===== config.mk =====
export PLATFORM = sky130hd
export DESIGN_NAME = hazard_controller
export DESIGN_NICKNAME = d
export VERILOG_FILES = /design/src/rtl/hazard_pkg.sv /design/src/rtl/fwd_unit.sv /design/src/rtl/hazard_controller.sv
export SDC_FILE = /design/constraint.sdc
export NUM_CORES = 1
export LEC_CHECK = 0
export CAP_MARGIN = 30
export CORE_MARGIN = 3
export CORE_UTILIZATION = 43
export CTS_CLUSTER_SIZE = 24
export DETAILED_ROUTE_END_ITERATION = 10
export PLACE_DENSITY = 0.86
export SLEW_MARGIN = 30
export SYNTH_ARGS = -nofsm -noshare
export SYNTH_HDL_FRONTEND = slang
export SYNTH_SLANG_ARGS = --single-unit
export TNS_END_PERCENT = 30

===== constraint.sdc =====
create_clock -name clk -period 3.4 [get_ports clk]
set_input_delay 0.34 -clock clk [delete_from_list [all_inputs] [get_ports clk]]
set_output_delay 0.34 -clock clk [all_outputs]
set_load 0.01 [all_outputs]

===== src/rtl/hazard_pkg.sv =====
// Shared types and constants for the pipeline hazard controller.
// Latency: n/a (declarations only); backpressure: n/a.
package hazard_pkg;

  typedef enum logic [1:0] {
    RUN      = 2'd0,
    IMISS    = 2'd1,
    MDU_BUSY = 2'd2
  } state_t;

  localparam logic [1:0] FWD_RF  = 2'b00;
  localparam logic [1:0] FWD_WB  = 2'b01;
  localparam logic [1:0] FWD_MEM = 2'b10;

  localparam int MDU_CNT_W = 4;

  // r0 is hardwired to zero, so it never creates a dependency.
  function automatic logic reg_match(input logic [4:0] a, input logic [4:0] b);
    return (a != 5'd0) && (a == b);
  endfunction

endpackage


===== src/rtl/fwd_unit.sv =====
// Register-compare network: forwarding selects plus load-use and branch hazard terms.
// Latency: purely combinational; backpressure: none, consumed by the controller FSM.
module fwd_unit
  import hazard_pkg::*;
(
  input  logic [4:0] rsD,
  input  logic [4:0] rtD,
  input  logic [4:0] rsE,
  input  logic [4:0] rtE,
  input  logic [4:0] writeRegE,
  input  logic [4:0] writeRegM,
  input  logic [4:0] writeRegW,
  input  logic       regWriteE,
  input  logic       regWriteM,
  input  logic       regWriteW,
  input  logic       memToRegE,
  input  logic       memToRegM,
  input  logic       branchD,
  output logic [1:0] forwardAE,
  output logic [1:0] forwardBE,
  output logic       forwardAD,
  output logic       forwardBD,
  output logic       lwstall,
  output logic       brstall
);

  // M is younger than W, so its result wins when both match.
  always_comb begin
    forwardAE = FWD_RF;
    forwardBE = FWD_RF;
    if (regWriteM && reg_match(rsE, writeRegM))
      forwardAE = FWD_MEM;
    else if (regWriteW && reg_match(rsE, writeRegW))
      forwardAE = FWD_WB;
    if (regWriteM && reg_match(rtE, writeRegM))
      forwardBE = FWD_MEM;
    else if (regWriteW && reg_match(rtE, writeRegW))
      forwardBE = FWD_WB;
  end

  assign forwardAD = regWriteM & reg_match(rsD, writeRegM);
  assign forwardBD = regWriteM & reg_match(rtD, writeRegM);

  assign lwstall = memToRegE & (reg_match(rsD, rtE) | reg_match(rtD, rtE));

  assign brstall = branchD &
                   ((regWriteE & (reg_match(rsD, writeRegE) | reg_match(rtD, writeRegE))) |
                    (memToRegM & (reg_match(rsD, writeRegM) | reg_match(rtD, writeRegM))));

endmodule


===== src/rtl/hazard_controller.sv =====
// Pipeline stall/flush/forward sequencer: FSM for imem misses and multicycle MDU ops.
// Latency: all outputs combinational from state and inputs; backpressure: holds F/D (and E when MDU busy).
module hazard_controller
  import hazard_pkg::*;
#(
  parameter int MDU_LAT = 4
) (
  input  logic       clk,
  input  logic       rst,
  input  logic [4:0] rsD,
  input  logic [4:0] rtD,
  input  logic [4:0] rsE,
  input  logic [4:0] rtE,
  input  logic [4:0] writeRegE,
  input  logic [4:0] writeRegM,
  input  logic [4:0] writeRegW,
  input  logic       regWriteE,
  input  logic       regWriteM,
  input  logic       regWriteW,
  input  logic       memToRegE,
  input  logic       memToRegM,
  input  logic       branchD,
  input  logic       pcSrcD,
  input  logic       imem_ready,
  input  logic       mdu_startE,
  output logic       stallF,
  output logic       stallD,
  output logic       stallE,
  output logic       flushD,
  output logic       flushE,
  output logic       flushM,
  output logic       forwardAD,
  output logic       forwardBD,
  output logic [1:0] forwardAE,
  output logic [1:0] forwardBE
);

  localparam logic [MDU_CNT_W-1:0] CNT_LOAD = MDU_CNT_W'(MDU_LAT - 1);

  state_t               state, state_nxt;
  logic [MDU_CNT_W-1:0] count, count_nxt;

  logic [1:0] fwd_ae, fwd_be;
  logic       fwd_ad, fwd_bd, lwstall, brstall, hazard;
  logic       stall_f, stall_d, stall_e, flush_d, flush_e, flush_m;

  fwd_unit u_fwd (
    .rsD       (rsD),
    .rtD       (rtD),
    .rsE       (rsE),
    .rtE       (rtE),
    .writeRegE (writeRegE),
    .writeRegM (writeRegM),
    .writeRegW (writeRegW),
    .regWriteE (regWriteE),
    .regWriteM (regWriteM),
    .regWriteW (regWriteW),
    .memToRegE (memToRegE),
    .memToRegM (memToRegM),
    .branchD   (branchD),
    .forwardAE (fwd_ae),
    .forwardBE (fwd_be),
    .forwardAD (fwd_ad),
    .forwardBD (fwd_bd),
    .lwstall   (lwstall),
    .brstall   (brstall)
  );

  assign hazard = lwstall | brstall;

  always_ff @(posedge clk or negedge rst) begin
    if (!rst) begin
      state <= RUN;
      count <= '0;
    end else begin
      state <= state_nxt;
      count <= count_nxt;
    end
  end

  always_comb begin
    state_nxt = state;
    count_nxt = count;
    stall_f   = 1'b0;
    stall_d   = 1'b0;
    stall_e   = 1'b0;
    flush_d   = 1'b0;
    flush_e   = 1'b0;
    flush_m   = 1'b0;
    case (state)
      RUN, IMISS: begin
        if (mdu_startE) begin
          state_nxt = MDU_BUSY;
          count_nxt = CNT_LOAD;
        end else begin
          state_nxt = imem_ready ? RUN : IMISS;
        end
        // A miss only takes over once registered; the returning cycle falls back to normal rules.
        if (state == IMISS && !imem_ready) begin
          stall_f = 1'b1;
          stall_d = 1'b1;
          flush_e = 1'b1;
        end else begin
          stall_f = hazard | ~imem_ready;
          stall_d = hazard;
          flush_e = hazard;
          flush_d = pcSrcD & ~hazard;
        end
      end
      MDU_BUSY: begin
        if (count != '0)
          count_nxt = count - 1'b1;
        else
          state_nxt = imem_ready ? RUN : IMISS;
        stall_f = 1'b1;
        stall_d = 1'b1;
        stall_e = 1'b1;
        flush_m = 1'b1;
      end
      default: state_nxt = RUN;
    endcase
  end

  assign stallF    = rst & stall_f;
  assign stallD    = rst & stall_d;
  assign stallE    = rst & stall_e;
  assign flushD    = rst & flush_d;
  assign flushE    = rst & flush_e;
  assign flushM    = rst & flush_m;
  assign forwardAD = rst & fwd_ad;
  assign forwardBD = rst & fwd_bd;
  assign forwardAE = rst ? fwd_ae : FWD_RF;
  assign forwardBE = rst ? fwd_be : FWD_RF;

endmodule


==> reports/results.ini <==
[status]
status=finished clean

[clock_tree]
insertion_delay_ns=0.25
post_cts_resized=0
cts_buffer_depth=2
cts_sinks=6
cts_tree=done
cts_made_buffers=3
cts-root-buf=clkbuf_4
postCtsHoldBufs=0
clk_transition_reported_paths_ns=0.05
ctsHtreeMaxLevel=1
post_cts_buffers=0

[pwr]
ir_drop_v=0.000314
power-per-cell-area_nw_per_um2=307
power_uw=512
power.leakage_uw=0.000588

[synthesis]
avgSynthCellArea_um2=7.86
ys_seq_area_share_pct=13.7
synth_top_cell_area_share_pct=23.3
syn-instance-count=139
syn_area_um2=1090
yosysWarnings=0
synth.distinct_cells=32
synth_nets=186
synth_area_leaders=xnor2_1 23%, xor2_1 18%, dfrtp_1 14%
synth.largest_area_cell=xnor2_1
synth_seq_cells=6

[timing]
fin_crit_ns=2.92
period_share_pct=85.9
fmax_ghz=0.343
fin_tns_setup_ns=0
setup_viol=0
fin_ws_ns=0.481
hold_viol_final=0
drv_slew=0
rsz0062_at_grt=no
worst_slew_pin_slew_ns=0.530
fin_skew_ns=0.00361
relSlewSlack_pct=64.5

[worst_setup_path]
reg2reg_slack_ns=1.73
path_max_fanout=4
endpoint_kind=output pin
r2r_start=count[0]$_DFFE_PN0P_
start_kind=primary input
timing.rr.end=count[3]$_DFFE_PN0P_
worstSetupPathType=primary input to output pin
crit_path_start=writeRegM[0]
worstPathRequired_ns=3.06
worstSetupEndpoint=flushE
rr_worst_depth=6
cp.arrival_ns=2.58

[floorplanning]
die_x_um=56.4
pin_count=58
dieArea_um2=3180
core_area_um2=2320
placementRows=17
start_util_pct=47.1
fp.dieH_um=56.4

[detailed_routing]
drtIter0Drc=28
first_pass_iters=4
vias_per_cell=5.44
vias=1185
drc=0
wl_per_cell_um=14.9
finalWirelength_um=3250
ant_nets=0

[placement]
place_ws_ns=0.493
port_buffers=57
hpwl_um=2800
place_congestion=0.863

[global_routing]
grt_max_degree=16
grt_first_pass_wirelength_um=5540
grt_pass1_vias=1223
grt_antenna_before_repair=0
grt-ovfl-total=0
gr-usage-all-layers_pct=21.5

[finish]
antenna_cells=0
syn_to_final_growth_pct=52.7
nets=239
final_core_util_pct=71.9
drive_gt1_share_pct=6.84

[run]
cap_violations=0

[hold_path]
holdCritPathClass=primary input to async pin

[cells in the mapped netlist]
cell type,instances
inv_1,3
or4_4,1
buf_2,5
a211oi_1,1
nor2_1,12
nor4_2,2
or4_1,1
nor4b_2,1
a31oi_1,2
a21oi_2,1
nand3_1,2
clkbuf_1,1
and4_1,1
nand2_1,8
ha_1,1
buf_6,1
a21oi_1,3
xnor2_1,29
dfrtp_1,6
buf_4,1
or2_2,1
a21boi_2,1
clkbuf_2,1
nor3b_1,2
and2_1,3
nor2b_1,2
nor4_1,3
xor2_1,23
nand4_1,8
nor3_1,10
nand4_2,2
nor2_2,1
[area by class of cell]
class / count / area, µm²
clock buffers: 3 / 22.5
flip-flops and latches: 6 / 150
multi-input cells: 121 / 878
inverters: 3 / 11.3
fillers: 190 / 651
repair buffers: 57 / 571
well taps: 28 / 35.0
[per-stage QoR]
stage               std cells  hold slack, ns  area [µm²]
floorplan                 139          0.0444        1090
global placement          215           0.499        1650
detailed placement        215           0.529        1650
CTS                       218           0.443        1670
global route              218           0.465        1670
finish                    218           0.440        1670
[metal layers]
layer  track usage (%)  share of wire, %  routed length (µm)  vias to the layer above
met5                 0                 0                   0                        -
met4              4.75              0.83                  27                        0
met3              4.37               5.7                 184                        4
met2              39.7                54                1770                       52
met1              25.2                39                1270                      550
li1                  -                 -                   -                      579
[worst min path at each step]
| stage | startpoint | to | slack [ns] | cells past startpoint |
|---|---|---|---|---|
| 2_1_floorplan | rst | count[0]$_DFFE_PN0P_ | 0.04 | 0 |
| 4_1_cts | rst | count[1]$_DFFE_PN0P_ | 0.44 | 1 |
| 6_report | rst | count[1]$_DFFE_PN0P_ | 0.44 | 1 |
| 3_5_place_dp | count[0]$_DFFE_PN0P_ | count[0]$_DFFE_PN0P_ | 0.53 | 1 |
| 3_3_place_gp | count[0]$_DFFE_PN0P_ | count[0]$_DFFE_PN0P_ | 0.50 | 1 |
| 5_1_grt | rst | count[0]$_DFFE_PN0P_ | 0.47 | 1 |
[cell usage in the layout, fill, tap and decap left out, types with 6 or more instances in the layout]
cell,n
clkdlybuf4s50_1,57
xnor2_1,29
xor2_1,23
nor2_1,12
nor3_1,10
nand4_1,8
nand2_1,8
dfrtp_1,6
[worst max-delay path, stage by stage]
cell and delay [ns]:
clkdlybuf4s50_1 0.53, xor2_1 0.21, nor3_1 0.26, nand4_2 0.17, a21oi_2 0.21, nor4_2 0.08, nor3b_1 0.20, clkdlybuf4s50_1 0.57
[state kept, by name, summed over array words and instances (netlist names)]
register	count
state	2
count	4
[cells by family (layout without fill, tap and decap cells)]
group           Yosys count  after routing  synth area share, %
xor+xnor                 52             52                 41.7
compound gates            8              8                 5.04
buf+inv                  12             63                 5.84
fa+ha+maj                 1              1                 1.15
simple gates             60             60                 32.5
flops                     6              6                 13.7
[power breakdown]
| group | switching, µW | internal (µW) | total [µW] |
|---|---|---|---|
| logic | 146 | 167 | 313 |
| clock network | 28.8 | 40.1 | 68.9 |
| registers | 30.7 | 98.9 | 130 |
(Power assumes the default switching activity.)
